===== src/rtl/alu181_nibble_seq.sv =====
// ---------------------------------------------------------------------------
// alu181_nibble_seq
//
// Runs WIDTH-bit ALU operations through one external 4-bit 74181-style
// combinational slice. Each operation takes one nibble per clock, starting
// with the least significant nibble. The carry between nibbles is kept in a
// register, and each slice result is written into a wide result register.
//
// Ports
//   clk, rst_n          rising-edge clock, asynchronous active-low reset
//   cmd_valid/ready     upstream command handshake
//   cmd_s, cmd_m        slice function select and mode (1 = logic, 0 = arith)
//   cmd_ci              carry into nibble 0 (ignored in logic mode)
//   cmd_a, cmd_b        WIDTH-bit operands
//   res_valid/ready     downstream result handshake
//   res_y, res_co       WIDTH-bit result and carry out of the top nibble
//   res_zero            res_y == 0
//   alu_s/m/ci/a/b      drive to the shared slice (parked outside RUN)
//   alu_y, alu_co       combinational return from the slice
// ---------------------------------------------------------------------------
module alu181_nibble_seq #(
    parameter int WIDTH = 16
) (
    input  logic             clk,
    input  logic             rst_n,

    input  logic             cmd_valid,
    output logic             cmd_ready,
    input  logic [3:0]       cmd_s,
    input  logic             cmd_m,
    input  logic             cmd_ci,
    input  logic [WIDTH-1:0] cmd_a,
    input  logic [WIDTH-1:0] cmd_b,

    output logic             res_valid,
    input  logic             res_ready,
    output logic [WIDTH-1:0] res_y,
    output logic             res_co,
    output logic             res_zero,

    output logic [3:0]       alu_s,
    output logic             alu_m,
    output logic             alu_ci,
    output logic [3:0]       alu_a,
    output logic [3:0]       alu_b,
    input  logic [3:0]       alu_y,
    input  logic             alu_co
);

    localparam int NIB   = WIDTH / 4;
    // A one-nibble build still needs a 1-bit index to keep the ports legal.
    localparam int IDX_W = (NIB > 1) ? $clog2(NIB) : 1;
    localparam logic [IDX_W-1:0] LAST_IDX = IDX_W'(NIB - 1);

    typedef enum logic [1:0] {
        IDLE = 2'd0,
        RUN  = 2'd1,
        DONE = 2'd2
    } state_t;

    state_t                state;
    state_t                state_nx;
    logic [IDX_W-1:0]      idx;
    logic                  carry;
    logic [3:0]            op_s;
    logic                  op_m;
    logic [NIB-1:0][3:0]   op_a;
    logic [NIB-1:0][3:0]   op_b;
    logic [NIB-1:0][3:0]   res_nib;

    // ------------------------------------------------------------------
    // Next-state and combinational outputs
    // ------------------------------------------------------------------
    always_comb begin
        // NOTE: every output of this block gets a default first, so no path
        // leaves a signal unassigned and no latch is inferred.
        state_nx = state;
        alu_s    = 4'd0;
        alu_m    = 1'b1;
        alu_ci   = 1'b0;
        alu_a    = 4'd0;
        alu_b    = 4'd0;

        case (state)
            IDLE: begin
                if (cmd_valid) begin
                    state_nx = RUN;
                end
            end
            RUN: begin
                alu_s  = op_s;
                alu_m  = op_m;
                alu_ci = carry;
                alu_a  = op_a[idx];
                alu_b  = op_b[idx];
                if (idx == LAST_IDX) begin
                    state_nx = DONE;
                end
            end
            DONE: begin
                if (res_ready) begin
                    state_nx = IDLE;
                end
            end
            default: state_nx = IDLE;
        endcase
    end

    // cmd_ready is low in DONE, so a command cannot be accepted on the same
    // edge that the result drains. The next accept happens in IDLE.
    assign cmd_ready = (state == IDLE);
    assign res_valid = (state == DONE);
    assign res_y     = res_nib;
    assign res_zero  = (res_nib == '0);

    // ------------------------------------------------------------------
    // State, operand latches, nibble index, carry ripple, result capture
    // ------------------------------------------------------------------
    always_ff @(posedge clk or negedge rst_n) begin
        if (!rst_n) begin
            // NOTE: the operand and result registers are reset here together
            // with the control state. An abort therefore leaves res_y at zero
            // and no stale data from the aborted operation.
            state   <= IDLE;
            idx     <= '0;
            carry   <= 1'b0;
            op_s    <= 4'd0;
            op_m    <= 1'b0;
            op_a    <= '0;
            op_b    <= '0;
            res_nib <= '0;
            res_co  <= 1'b0;
        end else begin
            // NOTE: non-blocking assignments only. Every register samples its
            // inputs as they were before this edge.
            state <= state_nx;
            case (state)
                IDLE: begin
                    if (cmd_valid) begin
                        op_s  <= cmd_s;
                        op_m  <= cmd_m;
                        op_a  <= cmd_a;
                        op_b  <= cmd_b;
                        carry <= cmd_ci & ~cmd_m;
                        idx   <= '0;
                    end
                end
                RUN: begin
                    res_nib[idx] <= alu_y;
                    // Logic mode must never pass a carry to the next nibble.
                    carry        <= alu_co & ~op_m;
                    if (idx == LAST_IDX) begin
                        res_co <= alu_co & ~op_m;
                    end else begin
                        idx <= idx + IDX_W'(1);
                    end
                end
                default: ;
            endcase
        end
    end

endmodule


===== config.mk =====
export PLATFORM = sky130hd
export DESIGN_NAME = alu181_nibble_seq
export DESIGN_NICKNAME = d
export VERILOG_FILES = /design/src/rtl/alu181_nibble_seq.sv
export SDC_FILE = /design/constraint.sdc
export NUM_CORES = 1
export LEC_CHECK = 0
export CORE_ASPECT_RATIO = 0.6
export CORE_MARGIN = 1.5
export CORE_UTILIZATION = 50
export CTS_CLUSTER_DIAMETER = 40
export DETAILED_ROUTE_END_ITERATION = 10
export PLACE_DENSITY = 0.95
export SLEW_MARGIN = 20
export SYNTH_ARGS = -nofsm -noshare
export SYNTH_HDL_FRONTEND = slang
export SYNTH_SLANG_ARGS = --single-unit

===== constraint.sdc =====
create_clock -name clk -period 3.3 [get_ports clk]
set_input_delay 0.99 -clock clk [delete_from_list [all_inputs] [get_ports clk]]
set_output_delay 0.99 -clock clk [all_outputs]
set_load 0.01 [all_outputs]

==> flow_summary.toml <==
[timing]
period_minus_slack_ps = 3150
drv_slew = 0
fin_setup_tns_ps = 0
setup-violations-final = 0
final_hold_viol_count = 0
tightest_slew_ps = 732
fin_skew_ps = 6.25
rsz0062_at_grt = "no"
min_period_over_period_pct = 95.6
slew_headroom_pct = 51.2
fmax_mhz = 317

[synth]
yosys_warnings = 0
synthesis.nets = 305
ys_seq_area_share_pct = 56.0
synth_area_um2 = 2640
yosysMostFrequentCell = "nand2_1"
synth_common_cells = "116 x nand2_1, 59 x dfrtp_1, 13 x and2_1, 12 x mux2_2, 8 x mux4_2"
synth.distinct_cells = 23
async_flop_share_pct = 100
synth-main-ff-cell = "dfrtp_1"
ys_ff_latch = 59
synth_largest_type_area_fraction_pct = 56.0
avgSynthCellArea_um2 = 10.4
netlist_top_cells_area = "dfrtp_1 56%, nand2_1 17%, mux4_2 6.8%, mux2_2 5.1%, and2_1 3.1%"
yosys.area.top_type = "dfrtp_1"
synthCells = 254
synth_edf_count = 0

[run]
max-cap-violations = 0

[die]
io_pins = 81
rows = 20
start_util_pct = 51.9
dieArea_um2 = 5740
fp.dieH_um = 59.3
fp.coreArea_um2 = 5080
die_w_um = 96.8

[route]
drtIter0Drc = 110
final_antenna_net_count = 0
vias_per_cell = 5.12
drt_pre_antenna_iters = 5
via_count = 2099
route.detailed.drc = 0
wl_per_cell_um = 15.8
drt_wl_total_um = 6490

[placed_design]
place_congestion = 0.824
dpl.cell_count = 395
place_hpwl_um = 4690
io_buffer_count = 80
placedInstanceArea_um2 = 3510

[critical_path]
worstPathMaxFanout = 7
critPathLaunchType = "flop"
r2r.worst_path.cells = 4
critPathKind = "reg2out"
endpoint_kind = "output port"
cp.arrival_ps = 2160
r2r_setup_slack_ps = 1530
worstPathRequired_ps = 2310

[outcome]
outcome = "completed"

[power]
peakVddDrop_v = 0.000592
p_leak_nw = 1.73
seqPwrFrac_pct = 37.9
comb_power_share_pct = 45.6
p_sw_mw = 1.26
cellPowerDensity_nw_per_um2 = 972
swShare_pct = 35.0
p_clk_share_pct = 16.5
p_int_mw = 2.33

[min_path]
hold_path_class = "reg2reg"
min_path_cells = 2

[clock_network]
h-tree-depth = 3
cts_setup_buffers = 0
cts_tree = "done"
cts_made_buffers = 9
clk_latency_ps = 330
cts-root-buf = "clkbuf_8"
cts_buffer_depth = 2
holdBufCountCts = 0
clk_pin_slew_ps = 60
ctsResizeCount = 0
cts.sinks = 59

[global_routing]
overflow = 0
grt_pass1_wl_um = 10800
antenna_found_initial = 0
grt.total_usage_pct = 25.3
grt_start_max_net_pins = 60
grt_pass1_vias = 2129

[final_layout]
drive_above_1_share_pct = 12.2
nNetsFinal = 391
final_area_um2 = 3690
fin_cells = 410
syn_to_final_growth_pct = 39.8
diodes = 0
sequential cells by signal (all words and copies together) (netlist names):
name    count
state       2
op_m        1
res_y      16
op_b       16
op_a       16
res_co      1
op_s        4
carry       1
idx         2
kinds of logic after synthesis:
| group | synth area share, % |
|---|---|
| and+or+nand+nor | 24.0 |
| DFF | 56.0 |
| buffers and inverters | 3.18 |
| AOI/OAI and AO/OA | 0.853 |
| adders and majority gates | 1.90 |
| muxes | 14.1 |
per-stage QoR:
stage | total power, mW | hold WS [ps] | util, % | setup slack (ps)
2_1_floorplan | 2.22 | 437 | - | 990
3_3_place_gp | 2.91 | 455 | 69.1 | 551
3_5_place_dp | 3.00 | 457 | 69.1 | 500
4_1_cts | 3.61 | 472 | 72.6 | 131
5_1_grt | 3.82 | 488 | 72.6 | 41.1
6_report | 3.59 | 469 | 72.6 | 146
worst paths after layout:
check                      startpoint       end
setup / recovery               idx[0]  alu_b[1]
hold / removal               op_a[10]  op_a[10]
setup reg to reg             state[0]   op_a[5]
hold reg to reg              op_a[10]  op_a[10]
max in group asynchronous       rst_n  op_b[12]
min in group asynchronous       rst_n  op_a[11]
layout by cell type (no fill, tap or decap):
master           netlist  layout
and2_1                13      13
and2b_1                1       1
and4_1                 1       1
buf_12                 0       1
buf_2                  4       1
buf_4                  2       5
clkbuf_1               3       1
clkbuf_8               0      12
clkdlybuf4s50_1        0      79
clkinv_2               0       2
dfrtp_1               59      59
ha_1                   4       4
inv_1                  4       4
mux2_1                 5       5
mux2_2                12      12
mux4_2                 8       8
nand2_1              116     116
nand2b_1               4       4
nand3_1                1       1
nand3b_1               2       2
nor2_1                 2       2
nor3b_1                2       1
nor3b_2                0       1
nor4_1                 4       4
o211ai_1               1       1
o21ai_0                3       3
or3b_1                 1       1
power by group through the flow:
stage	Clock, mW	Combinational, mW	Sequential (mW)
3_3_place_gp	0	1.58	1.33
2_1_floorplan	0	0.911	1.30
4_1_cts	0.603	1.65	1.35
5_1_grt	0.628	1.79	1.41
3_5_place_dp	0	1.64	1.36
6_report	0.590	1.63	1.36
cell type report:
type,instances,area (µm²)
flip-flops and latches,59,1480
fillers,355,1390
multi-input cells,180,1080
repair buffers,86,853
clock buffers,13,169
well taps,66,82.6
inverters,4,15.0
clock inverters,2,10.0
layer usage:
| metal | part of all wire, % | wire, µm | track usage (%) | vias to the layer above |
|---|---|---|---|---|
| met2 | 46 | 2970 | 40.7 | 71 |
| met4 | 1.7 | 109 | 9.52 | 0 |
| li1 | - | - | - | 994 |
| met3 | 6.1 | 396 | 7.67 | 15 |
| met1 | 46 | 3010 | 33.2 | 1019 |
| met5 | 0 | 0 | 0 | - |
critical path, stage by stage (launching register included):
cell	delay, ps
dfrtp_1	520
buf_12	180
mux4_2	490
and2_1	170
clkdlybuf4s50_1	470
Power figures use the tool's default switching activity.
